[config.mk]
export PLATFORM = sky130hd
export DESIGN_NAME = fetch_dispatch_ctrl
export DESIGN_NICKNAME = d
export VERILOG_FILES = /design/src/rtl/fetch_dispatch_ctrl.sv
export SDC_FILE = /design/constraint.sdc
export NUM_CORES = 1
export LEC_CHECK = 0
export ABC_AREA = 0
export ABC_CLOCK_PERIOD_IN_PS = 3300
export CAP_MARGIN = 30
export CORE_MARGIN = 1.5
export CORE_UTILIZATION = 40
export CTS_BUF_LIST = sky130_fd_sc_hd__clkbuf_2
export DETAILED_ROUTE_END_ITERATION = 8
export GPL_ROUTABILITY_DRIVEN = 0
export HOLD_SLACK_MARGIN = 0.1
export PLACE_DENSITY_LB_ADDON = 0.3
export SLEW_MARGIN = 0
export SYNTH_ARGS = -nofsm -noshare
export SYNTH_HDL_FRONTEND = slang
export SYNTH_SLANG_ARGS = --single-unit
[constraint.sdc]
create_clock -name clk -period 3.3 [get_ports clk]
set_input_delay 0.33 -clock clk [delete_from_list [all_inputs] [get_ports clk]]
set_output_delay 0.33 -clock clk [all_outputs]
set_load 0.03 [all_outputs]
[src/rtl/fetch_dispatch_ctrl.sv]
// Instruction fetch/dispatch controller: fetches one word per step, dispatches it to the executing unit, waits for done.
// Optional single-step mode (stepReq input, STEPWAIT state) is built when SINGLE_STEP_EN is defined.
module fetch_dispatch_ctrl #(
    parameter int          MEM_LAT     = 2,
    parameter int          WDOG_CYCLES = 64,
    parameter logic [15:0] BUBBLE      = 16'hE000
) (
    input  logic        clk,
    input  logic        rst,
    input  logic [15:0] memData,
    input  logic        done,
`ifdef SINGLE_STEP_EN
    input  logic        stepReq,
`endif
    output logic        pcOutEN,
    output logic        memRdEN,
    output logic        irLatch,
    output logic [15:0] instruction,
    output logic [3:0]  unitSel,
    output logic        pcInc,
    output logic        busy,
    output logic        illegalOp,
    output logic        wdogErr,
    output logic        halted
);

    localparam logic [3:0] LAT_INIT  = 4'(MEM_LAT - 1);
    localparam logic [7:0] WDOG_LAST = 8'(WDOG_CYCLES - 1);

    typedef enum logic [2:0] {
        IDLE, FETCH, DECODE, EXEC, RETIRE, SKIP, HALT, STEPWAIT
    } state_t;

    state_t      state, next;
    logic [15:0] ir;
    logic [3:0]  lat_cnt;
    logic [7:0]  wdog;
    logic        illegal_q;
    logic        wdog_err_q;

    // Legal opcodes come in pairs; each pair maps to one execution unit.
    function automatic logic [3:0] unit_of(input logic [3:0] op);
        case (op[3:1])
            3'd0:    unit_of = 4'b1000;
            3'd1:    unit_of = 4'b0100;
            3'd2:    unit_of = 4'b0010;
            3'd3:    unit_of = 4'b0001;
            default: unit_of = 4'b0000;
        endcase
    endfunction

    always_ff @(posedge clk) begin
        if (rst) state <= IDLE;
        else     state <= next;
    end

    always_ff @(posedge clk) begin
        if (rst) begin
            ir         <= BUBBLE;
            lat_cnt    <= '0;
            wdog       <= '0;
            illegal_q  <= 1'b0;
            wdog_err_q <= 1'b0;
        end else begin
            // Latency counter is preloaded in every non-FETCH state so each fetch starts fresh.
            if (state != FETCH)      lat_cnt <= LAT_INIT;
            else if (lat_cnt != '0)  lat_cnt <= lat_cnt - 4'd1;
            if (state == FETCH && lat_cnt == '0) ir <= memData;
            wdog <= (state == EXEC) ? wdog + 8'd1 : 8'd0;
            if (state == SKIP) illegal_q <= 1'b1;
            if (state == EXEC && !done && wdog == WDOG_LAST) wdog_err_q <= 1'b1;
        end
    end

    always_comb begin
        next = state;
        case (state)
            IDLE:   next = FETCH;
            FETCH:  if (lat_cnt == '0) next = DECODE;
            DECODE: begin
                if (!ir[15])                next = EXEC;
                else if (ir[15:12] == 4'hF) next = HALT;
                else                        next = SKIP;
            end
            EXEC: begin
                if (done)                    next = RETIRE;
                else if (wdog == WDOG_LAST)  next = HALT;
            end
`ifdef SINGLE_STEP_EN
            RETIRE, SKIP: next = STEPWAIT;
            STEPWAIT:     if (stepReq) next = FETCH;
`else
            RETIRE, SKIP: next = FETCH;
            STEPWAIT:     next = IDLE;
`endif
            HALT:    next = HALT;
            default: next = IDLE;
        endcase
    end

    always_comb begin
        pcOutEN     = (state == FETCH);
        memRdEN     = (state == FETCH);
        irLatch     = (state == FETCH) && (lat_cnt == '0);
        instruction = (state == EXEC) ? ir : BUBBLE;
        unitSel     = (state == EXEC) ? unit_of(ir[15:12]) : 4'b0000;
        pcInc       = (state == SKIP);
        busy        = !(state == IDLE || state == HALT || state == STEPWAIT);
        halted      = (state == HALT);
        illegalOp   = illegal_q;
        wdogErr     = wdog_err_q;
    end

endmodule

-- Word-level counts from Yosys, hierarchy flattened
Cells that the tools add are included.
- word-level logic and storage cells: 52
- bits of input ports: 19
- register bits after elaboration: 33
- output and inout bits: 28
- muxes and demuxes: 11
- add/subtract/negate cells: 2
- bitwise operators: 1
- reduce and logical (&&, ||, !) cells: 16
- eq/ne operators: 15
- operators by type and width (operator ; count):
    3-bit case mux with 6 select lines ; 1
    16-bit two-way mux ; 1
    4-bit case mux with 4 select lines ; 1
    3-bit by 2-bit == test with 1-bit output (second input constant) ; 4
    3-bit == test (second input constant) ; 4
    3-bit two-way mux ; 4
    8-bit by 1-bit adder with 8-bit output (second input constant) ; 1
    8-bit by 6-bit == test with 1-bit output (second input constant) ; 1
    3-bit by 1-bit == test with 1-bit output (second input constant) ; 2
    3-bit zero test ; 2
    4-bit == test (second input constant) ; 1
    4-bit zero test ; 1
    4-bit two-way mux ; 1
    4-bit nonzero test ; 1
    2-bit OR reduction ; 2
    4-bit by 1-bit subtractor with 4-bit output (second input constant) ; 1
    1-bit logical AND ; 3
    3-bit by 1-bit != test with 1-bit output (second input constant) ; 1
    3-bit by 2-bit != test with 1-bit output (second input constant) ; 1
    3-bit OR reduction ; 1
    1-bit zero test ; 2
    1-bit logical OR ; 2
    1-bit two-way mux ; 2
    2-bit two-way mux ; 1
    4 further kinds ; 4

-- Depth between registers and ports, before layout
Gate-level depths: netlist of run 1.
- word-level depth: 4
- depth in mapped cells: 7
- depth with buffers taken out: 6

-- Worst setup path before layout of run 1
Ideal clock, no wire load.
- path kind: reg2out
- start: register state[1]
- end: output port unitSel[1]
- setup slack: 1.037 ns
- stages on the path, launching flop included: 5
- required time: 2.970 ns
- buffers on the path: 1
- arrival: 1.933 ns
- cells stage by stage: dfxtp_1 > and3b_1 > clkbuf_1 > nand2_1 > nor3b_1
- longest elaborated chain between the ends: 2
- RTL lines (item ; RTL line ; source):
    start: declaration ; 34 ; state_t state, next;
    start signal: assignment ; 54 ; else state <= next;
    3-bit by 2-bit == test with 1-bit output ; 106 ; unitSel = (state == EXEC) ? unit_of(ir[15:12]) : 4'b0000;
    4-bit two-way mux ; 106 ;
    end: declaration ; 19 ; output logic [3:0] unitSel,
Every way passes these cells.

-- Final worst setup path of run 1
Same ends and word-level chain as after synthesis.

==> metrics, run 1 <==
mux contribution to synthesized area 0%; Core ar. ~3700 um^2; Final Hold Violating Endpoints 0; Port Buffer Count 46; slowest stage delay, CP around 700 ps; XOR/XNOR Fraction of Synth Area ~2.8%; # hold bufs at CTS 0; initial antenna violation count 0; Synth Warn # 0; Final ANT Viol Nets 0; Die Span Y 65.8 um; Remaining DRCs 0; Worst-Skew Late Latency ~360 ps; Clk pin slew, worst setup/hold paths 140 ps; HP Class flop to flop; Starting Density approximately 42%; layout cell share with drive strength beyond 1 under 10%; Pwr Density slightly above 400 nW/um^2; detailed-route wire length between 3 and 4 mm; ANT cells 0; die width approximately 66 um; nets roughly 250; Post-synth EDFFs 0; skew final around 11 ps; GRT Total Usage about 18%; via count 1444; CTS root buf clkbuf_2; Worst-Margin Slew 644 ps; CTS Buffer Depth 2; period utilization between 80% and 90%; DR iter-0 viols 44; flops & latches, synth 33; Avg Inst Size Synth approximately 8.5 um^2; Final Setup Violations 0; post-layout min period slightly below 3000 ps; FF/Latch Area between 600 and 700 um^2; number of distinct library cells after synthesis 39; CP bufs+invs 1; H-tree depth 2; Main synth FF type dfxtp_1; Max Clock Freq roughly 340 MHz; routed len/inst between 10 and 15 um; worst endpoint data arrival time ~2600 ps; simple-gate share of the synthesized area between 20% and 30%; Fillers 360; standard-cell rows 22; DP Worst Slack between 700 and 800 ps; Pre-Repair DR Iteration Count 6; largest family of logic cells by synthesized area simple AND/OR/NAND/NOR gates; setup slack after layout 362 ps; via/cell ratio about 5.2; Async SR Flop Fraction 0%; final setup TNS 0 ps; area occupied by multi-input gates around 800 um^2; leak pwr 0.749 nW; first-pass GRT wire length 6.02 mm; CTS Sinks 33; Detailed Place HPWL approximately 2.4 mm; post-synthesis sequential area ratio around two fifths; die area about 4300 um^2; Resized cells post-CTS 0; post-CTS setup repair buffer count 0; cell area after synthesis around 1600 um^2; grt ovf 0; Synth Area in Adders 1.59%; worst path cell trace and3b_1, nand2_1, nor3b_1, clkdlybuf4s50_1; Rel. slew slack a little under three fifths; Req. time, crit path 2970 ps; Setup CP Type flop to output port; largest net degree at the start of global routing 23; max_cap viols 0; Worst path top cell family by delay simple AND/OR/NAND/NOR gates; CP max FO 21; CTS tree done; area grow syn2layout 31.6%; Crit-path slowest cell clkdlybuf4s50_1; Peak VDD IR roughly 0.18 mV; Ports 47; status finished clean; total CTS buffers 5; max-slew violation count 0; Post-Syn Nets roughly 210; fin util between 50% and 60%; vias in the first global route around 1400; CP Capture Type output port; Total Power around 0.84 mW; Synth Instances around 190; RSZ-0062 raised after global routing false; Startpoint Class flop; Synth Area in Compound Gates 19.2%
-- flip-flops by register name, indices dropped and copies added, names as in the netlist --
register / cells
ir: 16
wdog: 8
lat_cnt: 4
state: 3
illegalOp: 1
wdogErr: 1
-- placed cells by master (no fill, tap or decap), types with 3 or more instances in the layout --
cell | netlist | layout
and2_1 | 14 | 14
nor3_1 | 4 | 4
or3_1 | 3 | 3
clkdlybuf4s50_1 | 0 | 46
xnor2_1 | 3 | 3
dfxtp_1 | 33 | 33
inv_1 | 8 | 8
and3_1 | 4 | 4
nor3b_1 | 3 | 3
nand2_1 | 4 | 4
nand2b_1 | 5 | 5
nor2_1 | 8 | 8
clkbuf_2 | 0 | 8
a211o_1 | 3 | 3
a21oi_1 | 20 | 20
o21ai_0 | 16 | 16
nand3_1 | 17 | 17
-- layout make-up --
| class | count | area share [%] |
|---|---|---|
| clock buffer | 8 | 1.93 |
| inverter | 9 | 1.69 |
| multi-input combinational | 130 | 38.7 |
| sequential | 33 | 31.8 |
| tap | 48 | 2.90 |
| timing repair buffer | 48 | 22.9 |
-- path summary, 6_finish.rpt --
path,to,cells after the start,startpoint,slack (ps)
min,ir[5]$_SDFFE_PP0P_,2,ir[5]$_SDFFE_PP0P_,480
min reg2reg,ir[5]$_SDFFE_PP0P_,2,ir[5]$_SDFFE_PP0P_,480
max reg2reg,ir[13]$_SDFFE_PP1P_,4,state[2]$_SDFFE_PP0P_,1210
max,unitSel[1],4,state[1]$_SDFFE_PP0P_,360
-- through the flow --
stage / instance area, um^2 / hold WS, ps / std cells
detailed placement: 2030 / 459 / 268
finish: 2070 / 484 / 276
CTS: 2070 / 483 / 276
global route: 2070 / 487 / 276
floorplan: 1580 / 441 / 186
global placement: 2030 / 451 / 268
-- kinds of logic after synthesis --
logic type      after synthesis
simple gates                 73
compound gates               50
flops                        33
buf+inv                      23
xor+xnor                      5
fa+ha+maj                     2
-- metal layers --
layer / GRT usage, % / routed length (um)
met1: 24.6 / 1730
met2: 27.0 / 1550
met3: 4.43 / 157
met4: 7.03 / 52
met5: 0 / 0
-- synthesized netlist by cell type (3+ instances only) --
master    count  area (um^2)
inv_1         8         30.0
clkbuf_1      9         33.8
nor2_1        8         30.0
nor3_1        4         20.0
and2_1       14         87.6
and3_1        4         25.0
a21oi_1      20          100
nand3_1      17         85.1
nor3b_1       3         22.5
dfxtp_1      33          661
a211o_1       3         26.3
nand2b_1      5         31.3
xnor2_1       3         26.3
o21ai_0      16         80.1
or3_1         3         18.8
nand2_1       4         15.0
-- power by group --
| group | total [mW] | internal [mW] | switching (mW) |
|---|---|---|---|
| sequential | 0.448 | 0.425 | 0.0236 |
| combinational | 0.205 | 0.0858 | 0.119 |
| clock | 0.188 | 0.0626 | 0.126 |
| total | 0.841 | 0.573 | 0.268 |
-- worst register-to-register path: stages (launching register included) --
cell	delay, ps
dfxtp_1	530
or3b_1	490
clkinv_2	410
and3_1	300
a211o_1	270
(Power assumes the default switching activity.)
==> run 2: changes to the inputs <==
SKIP_LAST_GASP = 1   (was unset)
==> results of run 2 <==
Final layout, timing and power as in run 1 (identical DEF).
